**config.mk**
```make
export PLATFORM = sky130hd
export DESIGN_NAME = ram_sdp_be_lat
export DESIGN_NICKNAME = d
export VERILOG_FILES = /design/src/rtl/ram_sdp_be_lat.sv
export SDC_FILE = /design/constraint.sdc
export NUM_CORES = 1
export LEC_CHECK = 0
export BUFFER_PORTS_ARGS = -buffer_cell sky130_fd_sc_hd__buf_2
export CAP_MARGIN = 30
export CORE_MARGIN = 2
export CORE_UTILIZATION = 54
export CTS_CLUSTER_SIZE = 25
export DETAILED_ROUTE_END_ITERATION = 10
export PLACE_DENSITY = 0.75
export SYNTH_ARGS = -nofsm -noshare
export SYNTH_HDL_FRONTEND = slang
export SYNTH_SLANG_ARGS = --single-unit
```
**constraint.sdc**
```tcl
create_clock -name clock -period 4.6 [get_ports clock]
set_input_delay 0.23 -clock clock [delete_from_list [all_inputs] [get_ports clock]]
set_output_delay 0.23 -clock clock [all_outputs]
set_load 0.01 [all_outputs]
```
**src/rtl/ram_sdp_be_lat.sv**
```systemverilog
// Simple dual-port RAM with byte-enable writes, RD_LATENCY (1 or 2) registered read, WR_MODE collision policy; optional per-byte parity under RAM_SDP_PARITY_EN.
// Latency: rd_data/rd_valid update RD_LATENCY cycles after the edge that samples rd_en; one read accepted every cycle, results in order.
// Backpressure: none; both ports accept every cycle and read results cannot be stalled.
module ram_sdp_be_lat #(
   parameter int AWIDTH     = 3,
   parameter int DWIDTH     = 32,
   parameter int RD_LATENCY = 1,
   parameter int WR_MODE    = 0
) (
   input  logic                   clock,
   input  logic                   reset,
   input  logic                   wr_en,
   input  logic [AWIDTH-1:0]      wr_addr,
   input  logic [DWIDTH/8-1:0]    wr_be,
   input  logic [DWIDTH-1:0]      wr_data,
   input  logic                   rd_en,
   input  logic [AWIDTH-1:0]      rd_addr,
   output logic [DWIDTH-1:0]      rd_data,
   output logic                   rd_valid,
   output logic                   rd_perr
);

   localparam int DEPTH  = 1 << AWIDTH;
   localparam int NBYTES = DWIDTH / 8;

   // Bad configurations stop elaboration rather than building a broken store.
   if ((RD_LATENCY != 1) && (RD_LATENCY != 2)) begin : g_bad_latency
      $fatal(1, "ram_sdp_be_lat: RD_LATENCY must be 1 or 2");
   end
   if ((DWIDTH % 8) != 0) begin : g_bad_width
      $fatal(1, "ram_sdp_be_lat: DWIDTH must be a multiple of 8");
   end

   logic [DWIDTH-1:0] mem [DEPTH];

   logic              s0_valid;
   logic [AWIDTH-1:0] s0_addr;
   logic [DWIDTH-1:0] s0_old;
   logic [DWIDTH-1:0] s0_word;

   // Byte-masked write; the array itself is never reset.
   always_ff @(posedge clock) begin
      if (wr_en) begin
         for (int i = 0; i < NBYTES; i++) begin
            if (wr_be[i]) mem[wr_addr][8*i +: 8] <= wr_data[8*i +: 8];
         end
      end
   end

   // Stage 0: capture the read address and the pre-write word at the sample edge.
   always_ff @(posedge clock or posedge reset) begin
      if (reset) begin
         s0_valid <= 1'b0;
         s0_addr  <= '0;
         s0_old   <= '0;
      end else begin
         s0_valid <= rd_en;
         if (rd_en) begin
            s0_addr <= rd_addr;
            s0_old  <= mem[rd_addr];
         end
      end
   end

   // Read-first uses the word captured before the same-edge write; write-through
   // reads the array after that write has landed.
   assign s0_word = (WR_MODE == 1) ? mem[s0_addr] : s0_old;

`ifdef RAM_SDP_PARITY_EN
   logic [NBYTES-1:0] par_mem [DEPTH];
   logic [NBYTES-1:0] s0_par_old;
   logic [NBYTES-1:0] s0_par;
   logic              s0_perr;

   function automatic logic [NBYTES-1:0] byte_par(input logic [DWIDTH-1:0] d);
      logic [NBYTES-1:0] p;
      p = '0;
      for (int i = 0; i < NBYTES; i++) p[i] = ^d[8*i +: 8];
      return p;
   endfunction

   // Even parity per byte, written under the same byte enables as the data.
   always_ff @(posedge clock) begin
      if (wr_en) begin
         for (int i = 0; i < NBYTES; i++) begin
            if (wr_be[i]) par_mem[wr_addr][i] <= ^wr_data[8*i +: 8];
         end
      end
   end

   // Stored parity follows the same read-first capture as the data word.
   always_ff @(posedge clock or posedge reset) begin
      if (reset)      s0_par_old <= '0;
      else if (rd_en) s0_par_old <= par_mem[rd_addr];
   end

   assign s0_par  = (WR_MODE == 1) ? par_mem[s0_addr] : s0_par_old;
   assign s0_perr = |(s0_par ^ byte_par(s0_word));
`else
   assign rd_perr = 1'b0;
`endif

   if (RD_LATENCY == 2) begin : g_lat2
      logic              s1_valid;
      logic [DWIDTH-1:0] s1_data;
`ifdef RAM_SDP_PARITY_EN
      logic              s1_perr;
`endif

      // Extra pipeline stage, then the output register which holds between reads.
      always_ff @(posedge clock or posedge reset) begin
         if (reset) begin
            s1_valid <= 1'b0;
            s1_data  <= '0;
            rd_valid <= 1'b0;
            rd_data  <= '0;
`ifdef RAM_SDP_PARITY_EN
            s1_perr  <= 1'b0;
            rd_perr  <= 1'b0;
`endif
         end else begin
            s1_valid <= s0_valid;
            rd_valid <= s1_valid;
            if (s0_valid) s1_data <= s0_word;
            if (s1_valid) rd_data <= s1_data;
`ifdef RAM_SDP_PARITY_EN
            if (s0_valid) s1_perr <= s0_perr;
            if (s1_valid) rd_perr <= s1_perr;
`endif
         end
      end
   end else begin : g_lat1
      // Output register loads the selected word; holds its value between reads.
      always_ff @(posedge clock or posedge reset) begin
         if (reset) begin
            rd_valid <= 1'b0;
            rd_data  <= '0;
`ifdef RAM_SDP_PARITY_EN
            rd_perr  <= 1'b0;
`endif
         end else begin
            rd_valid <= s0_valid;
            if (s0_valid) rd_data <= s0_word;
`ifdef RAM_SDP_PARITY_EN
            if (s0_valid) rd_perr <= s0_perr;
`endif
         end
      end
   end

endmodule
```
Word-level counts from Yosys, hierarchy flattened --
Memories as Yosys holds them, arrays and structs flattened. A register that Yosys moved wholly into a read port is not among the register bits. Index checks and enable logic that the tools add are counted.
Word-level totals: bits of input ports 46, output and inout port bits 34, word-level logic and storage cells 16, bits in writable memories 256, bits in registers 34, memories 1
Memories:
- mem | words 8, bits a word 32, read ports 1, clocked after Yosys merged registers in 1, wr ports 1, line 34 | logic [DWIDTH-1:0] mem [DEPTH];
Cells by class: muxes and demuxes 12
Operator list (count):
- two-way mux 1 bit | 12

Depth between registers and ports, before layout --
Gate-level depths: netlist (run 1).
word-level depth 3, mapped depth 6, depth with buffers taken out 3

Worst setup path after synthesis (run 1) --
No wires, ideal clock.
path kind input to register, start input port wr_addr[0], end memory mem[2][0], enable pin, setup slack 3117 ps, stages on the path 2, setup time 370 ps, data required time 4230 ps, buffers on the path 0, arrival 1113 ps, path through or3b_2 -> nor2_1
RTL lines:
- start, declared | line 13 | input logic [AWIDTH-1:0] wr_addr,
- end, declared | line 34
No word-level cell before the write port.

==> results of run 1 <==
-- layout make-up --
cell class | instances | area (um2) | share of cell area [%]
clock inverters | 15 | 124 | 0.852
well taps | 319 | 399 | 2.74
multi-input cells | 369 | 3000 | 20.6
repair buffers | 122 | 837 | 5.76
clock buffers | 42 | 837 | 5.76
diodes | 2 | 5.00 | 0.0344
flip-flops and latches | 322 | 9340 | 64.2
inverters | 1 | 3.75 | 0.0258
-- per-layer routing --
layer	up-vias	GRT usage (%)
met3	35	3.19
li1	3097	-
met2	221	36.3
met5	-	0
met4	2	5.32
met1	3405	28.8
-- layout by cell type, fill, tap and decap left out, drive strengths merged, types with 2 or more instances in the layout --
cell	Yosys	routed
nand2	5	5
a41o	32	32
dfrtp	66	66
nand3b	3	3
nor2b	65	65
buf	37	89
bufinv	0	2
nor2	34	34
mux2	32	32
diode	0	2
mux2i	96	96
clkinv	0	12
nand3	33	33
a22oi	32	32
dlygate4sd3	0	33
clkbuf	11	42
edfxtp	256	256
a211o	32	32
or3b	2	2
-- sequential cells by signal, summed over array words and instances (netlist names) --
signal	cells
rd_data	32
s0_valid	1
mem	256
rd_valid	1
s0_old	32
-- worst min-delay path by stage --
stage | end | slack (ps) | cells past startpoint
6_report | s0_old[19] | 280 | 2
3_5_place_dp | rd_data[6] | 470 | 1
4_1_cts | s0_old[19] | 270 | 2
2_1_floorplan | s0_valid | 260 | 0
5_1_grt | s0_old[19] | 280 | 2
3_3_place_gp | rd_data[19] | 460 | 2
-- power by group --
part | switching [mW] | internal [mW] | total (mW)
Sequential | 0.0584 | 3.28 | 3.34
Combinational | 0.256 | 0.204 | 0.460
Clock | 1.00 | 1.38 | 2.38
Total | 1.32 | 4.86 | 6.18
-- worst register-to-register path, cell delays in order, from the launching register on --
cell     delay [ps]
dfrtp_1         680
buf_4           350
mux2_2          380
-- logic make-up (layout without fill, tap and decap cells) --
logic type / Yosys count / in the layout / synth area share [%]
buffers and inverters: 49 / 180 / 2.80
AND/OR/NAND/NOR: 144 / 144 / 6.15
flip-flops: 322 / 322 / 73.6
AO/OA/AOI/OAI: 96 / 96 / 7.02
other: 1 / 3 / 0.0295
multiplexers: 128 / 128 / 10.4
-- metrics by stage --
| stage | area, um2 | utilization, % |
|---|---|---|
| 2_1_floorplan | 12700 | - |
| 3_3_place_gp | 13200 | 56.7 |
| 3_5_place_dp | 13200 | 56.9 |
| 4_1_cts | 14500 | 62.4 |
| 5_1_grt | 14500 | 62.5 |
| 6_report | 14500 | 62.5 |
-- synthesized netlist by cell type --
cell type,n
inv_1,1
nand2_1,5
dfrtp_1,66
mux2_1,6
or3_1,1
mux2i_1,96
or3b_2,2
nand3_1,33
clkbuf_1,11
a22oi_1,22
nor2b_1,65
a22oi_2,10
buf_6,14
a41o_1,32
conb_1,1
nand3b_1,3
mux2_2,26
buf_4,7
buf_8,2
edfxtp_1,256
nand2b_4,1
nor2_1,33
nor2_2,1
a211o_1,32
buf_2,14
==> flow_summary_export.csv, run 1 <==
group,metric,value,unit
detailed_routing,num_vias,6760,
detailed_routing,drt_iter0_drc,527,
detailed_routing,wl_met3,1.48,mm
timing,finalHoldViolCount,0,
clock_network,cts_setup_buffers,0,
timing,slew_headroom,31.6,%
worst_setup_path,reg2reg_depth,2,
clock_network,hold_buffers,33,
floorplanning,start_util,54.6,%
detailed_routing,drt_first_pass_iters,5,
synthesis,synthCells,740,
synthesis,ys_warn_count,0,
worst_setup_path,r2r_slack,3070,ps
power_and_ir_drop,leakagePower,5.43,nW
clock_network,clkLatencyLatePin,550,ps
worst_setup_path,cp_slowest_cell,"nor2_2",
layout,fillers,1689,
clock_network,numCtsBuffers,31,
synthesis,synthTopCellsByArea,"edfxtp_1, dfrtp_1, mux2i_1",
timing,fin_hold_ws,282,ps
clock_network,cts_resized,0,
place,dp_slack,2150,ps
detailed_routing,wl,25.7,mm
place,hpwl,15.5,mm
timing,layout_setup_ws,2680,ps
timing,setup_viol,0,
worst_setup_path,critPathTopFamily,"simple AND/OR/NAND/NOR gates",
grt,grt_max_degree,86,
floorplanning,rows,56,
worst_setup_path,cp-start-kind,"input port",
grt,grt_usage,21.2,%
worst_setup_path,critPathKind,"in2reg",
detailed_routing,wl_met1,10.8,mm
hold_path,worstHoldStart,"rd_en",
layout,instances_no_fill,1192,
worst_setup_path,critPathMaxStageDelay,860,ps
grt,grt_pass1_wl,39.4,mm
timing,rsz0062_at_grt,"false",
timing,finalCritPeriodShare,41.8,%
timing,skew,8.01,ps
worst_setup_path,cp-end-kind,"register",
hold_path,hold_path.class,"in2reg",
timing,post-route-min-period,1920,ps
place,gp_congestion,0.770,
worst_setup_path,path_max_fanout,35,
floorplanning,core,23300,um2
grt,grt_pass1_vias,7080,
grt,antenna_found_initial,3,
detailed_routing,wl_met2,13.0,mm
clock_network,clk_path_buf_depth,3,
worst_setup_path,crit_end,"s0_old[23]",
synthesis,ys_ff_latch,322,
clock_network,tritoncts,"yes",
flow_run,maxCapViolations,0,
detailed_routing,drc,0,
synthesis,avgSynthCellArea,17.1,um2
detailed_routing,viasPerCell,5.67,
timing,tightestPinTransition,1020,ps
power_and_ir_drop,finalPower,6.18,mW
place,place_inst,1098,
detailed_routing,ant_nets,0,
place,io_buffer_count,78,
worst_setup_path,r2r_end,"rd_data[1]",
clock_network,cts_sinks,322,
floorplanning,pin_count,80,
layout,layout-drive-gt1-share,20.2,%
clock_network,clkSlewWorstSetupHoldPaths,60,ps
worst_setup_path,path_buf_inv,2,
timing,clock.fmax,520,MHz
detailed_routing,route.detailed.wl_per_inst,21.6,um
grt,gr-total-overflow,0,
layout,final_nets,893,
worst_setup_path,critPathRequiredTime,5040,ps
synthesis,syn_nets,786,
synthesis,yosysSeqAreaShare,73.6,%
detailed_routing,highest_layer,"met5",
synthesis,yosys.area.top_type,"edfxtp_1",
floorplanning,die_h,157,um
timing,slew_viol_final,0,
layout,area_delta_synth_final,14.6,%
worst_setup_path,worstSetupStartpoint,"rd_addr[2]",
worst_setup_path,worstReg2RegStart,"s0_valid",
synthesis,synth_top_area_share,60.6,%
worst_setup_path,path_depth,5,
timing,setup-tns-final,0,ps
floorplanning,die_area,24700,um2
synthesis,syn_area,12700,um2
power_and_ir_drop,power_density,425,nW/um2
worst_setup_path,worstPathCellList,"buf_2 > nor2_2 > buf_4 > a22oi_1 > a41o_1",
floorplanning,die_w,157,um
clock_network,ctsHtreeMaxLevel,1,
run_status,outcome,"finished clean",
clock_network,cts_root_buf,"clkbuf_16",
worst_setup_path,cp.arrival,2360,ps
power_and_ir_drop,vdd_drop_max,0.308,mV
synthesis,ys_types,25,
Note: power is estimated with default switching activity, not from simulation.
==> run 2: changes to the inputs <==
==> constraint.sdc (replaced) <==
create_clock -name clock -period 1.96 [get_ports clock]
set_input_delay 0.098 -clock clock [delete_from_list [all_inputs] [get_ports clock]]
set_output_delay 0.098 -clock clock [all_outputs]
set_load 0.01 [all_outputs]
==> run 2 against run 1 <==
Clock skew grew 3.1 ps. Combinational power grew 150%. Non-clock buffer count grew 32. Clock-buffer cell count is the same. Critical path depth shrank 3. Register-to-register slack lost 2500 ps. Cell count grew 2.4%. Core utilization grew 1.3 points. Highest routed layer is now met4. Worst setup slack lost 2100 ps. Sequential share of layout area shrank 1.3 points.
==> flow_summary_export.csv, run 2 (synthesis gave the netlist of run 1 again) <==
group,metric,value,unit
run_status,outcome,"finished clean",
clock_network,clk_path_buf_depth,3,
worst_setup_path,critPathKind,"reg2reg",
detailed_routing,ant_nets,0,
layout,diodes,0,
clock_network,clkLatencyLatePin,550,ps
worst_setup_path,cp-start-kind,"register",
power_and_ir_drop,leakagePower,5.62,nW
timing,clock.fmax,708,MHz
floorplanning,die_area,24700,um2
timing,post-route-min-period,1410,ps
detailed_routing,route.detailed.wl_per_inst,20.9,um
layout,layout-drive-gt1-share,22.4,%
place,gp_congestion,0.799,
layout,layout_commonest_cell,"edfxtp_1",
grt,gr-total-overflow,0,
floorplanning,pin_count,80,
floorplanning,start_util,54.6,%
layout,area_delta_synth_final,17.0,%
floorplanning,die_h,157,um
timing,slew_headroom,44.4,%
detailed_routing,viasPerCell,5.73,
layout,largest_reg_flops,256,
timing,finalHoldViolCount,0,
grt,grt_max_degree,47,
floorplanning,core,23300,um2
timing,finalCritPeriodShare,72.1,%
place,hpwl,16.1,mm
grt,antenna_found_initial,0,
timing,rsz0062_at_grt,"false",
grt,grt_pass1_wl,39.2,mm
timing,setup-tns-final,0,ps
place,io_buffer_count,78,
layout,fillers,1628,
floorplanning,rows,56,
power_and_ir_drop,power_density,985,nW/um2
clock_network,cts_sinks,322,
layout,instances_no_fill,1221,
grt,grt_usage,20.8,%
clock_network,clkSlewWorstSetupHoldPaths,60,ps
timing,tightestPinTransition,831,ps
layout,final_nets,925,
worst_setup_path,cp.arrival,1840,ps
hold_path,hold_path.class,"in2reg",
layout,multi_input_area,3000,um2
detailed_routing,num_vias,6993,
clock_network,numCtsBuffers,31,
timing,skew,11.1,ps
detailed_routing,drt_iter0_drc,820,
layout,final_cell_mix,"edfxtp_1, mux2i_1, buf_2",
clock_network,tritoncts,"yes",
power_and_ir_drop,vdd_drop_max,0.719,mV
worst_setup_path,path_max_fanout,15,
grt,grt_pass1_vias,7001,
worst_setup_path,critPathRequiredTime,2380,ps
place,place_inst,1132,
worst_setup_path,cp-end-kind,"register",
floorplanning,die_w,157,um
detailed_routing,wl,25.5,mm
layout,reg_top3,"mem (256), rd_data (32), s0_old (32)",
detailed_routing,drc,0,
detailed_routing,drt_first_pass_iters,5,
flow_run,maxCapViolations,0,
clock_network,cts_root_buf,"clkbuf_16",
layout,largest_register,"mem",
timing,setup_viol,0,
timing,slew_viol_final,0,
layout,seqCellArea,9340,um2
clock_network,ctsHtreeMaxLevel,1,
run 2: changes by cell type in the layout (fill, tap and decap cells not counted):
cell | before | now
clkinv_2 | 9 | 4
buf_12 | 0 | 8
buf_8 | 1 | 0
clkinv_1 | 3 | 6
diode_2 | 2 | 0
clkbuf_1 | 9 | 11
clkinvlp_4 | 1 | 0
buf_4 | 9 | 35
buf_16 | 1 | 0
clkbuf_8 | 2 | 0
inv_8 | 0 | 1
bufinv_16 | 2 | 3
run 2: final cells by class:
cell class	instances	share of cell area [%]
Sequential cell	322	62.9
Multi-Input combinational cell	369	20.2
Timing Repair Buffer	154	7.74
Clock buffer	42	5.50
Tap cell	319	2.69
Clock inverter	14	0.969
Inverter	1	0.0253
run 2: final timing paths:
kind / end / slack [ps] / from / depth (start not counted)
max: rd_data[12] / 550 / s0_valid / 2
min: s0_old[30] / 80 / rd_en / 2
max reg2reg: rd_data[12] / 550 / s0_valid / 2
min reg2reg: rd_data[8] / 480 / rd_data[8] / 1
max in group asynchronous: s0_old[4] / 1200 / reset / 4
min in group asynchronous: rd_data[19] / 180 / reset / 3
run 2: metrics by stage:
stage / utilization (%) / hold slack (ps) / setup WS, ps / area [um2] / total power [mW]
final: 63.8 / 79.9 / 547 / 14900 / 14.6
after detailed placement: 58.3 / 221 / 362 / 13600 / 9.04
after floorplan: - / 129 / 207 / 12700 / 8.60
after CTS: 63.8 / 55.3 / 538 / 14900 / 14.7
after global placement: 58.3 / 218 / 387 / 13600 / 8.99
after global routing: 63.8 / 69.2 / 488 / 14900 / 15.1
run 2: layer usage:
layer	global-route usage, %	vias up	share of wire (%)
met5	0	-	0
met2	33.3	290	48
met4	5.84	0	2.3
met1	30.6	3493	43
met3	2.70	58	6.7
li1	-	3152	-
run 2: report_power, final:
part,switching (mW),internal [mW],leakage [nW]
Combinational,0.616,0.514,2.05
Clock,2.38,3.30,0.469
Sequential,0.130,7.69,3.10
run 2: critical path: stages, from the launching register on:
cell and delay, ps:
dfrtp_1 560, buf_4 350, mux2_2 380
run 2: what timing repair did:
action,CTS,global route
buffers inserted,0,0
gates resized for setup,0,0
hold buffers,33,0
hold endpoints to repair,277,0
endpoints found under the setup margin,0,0
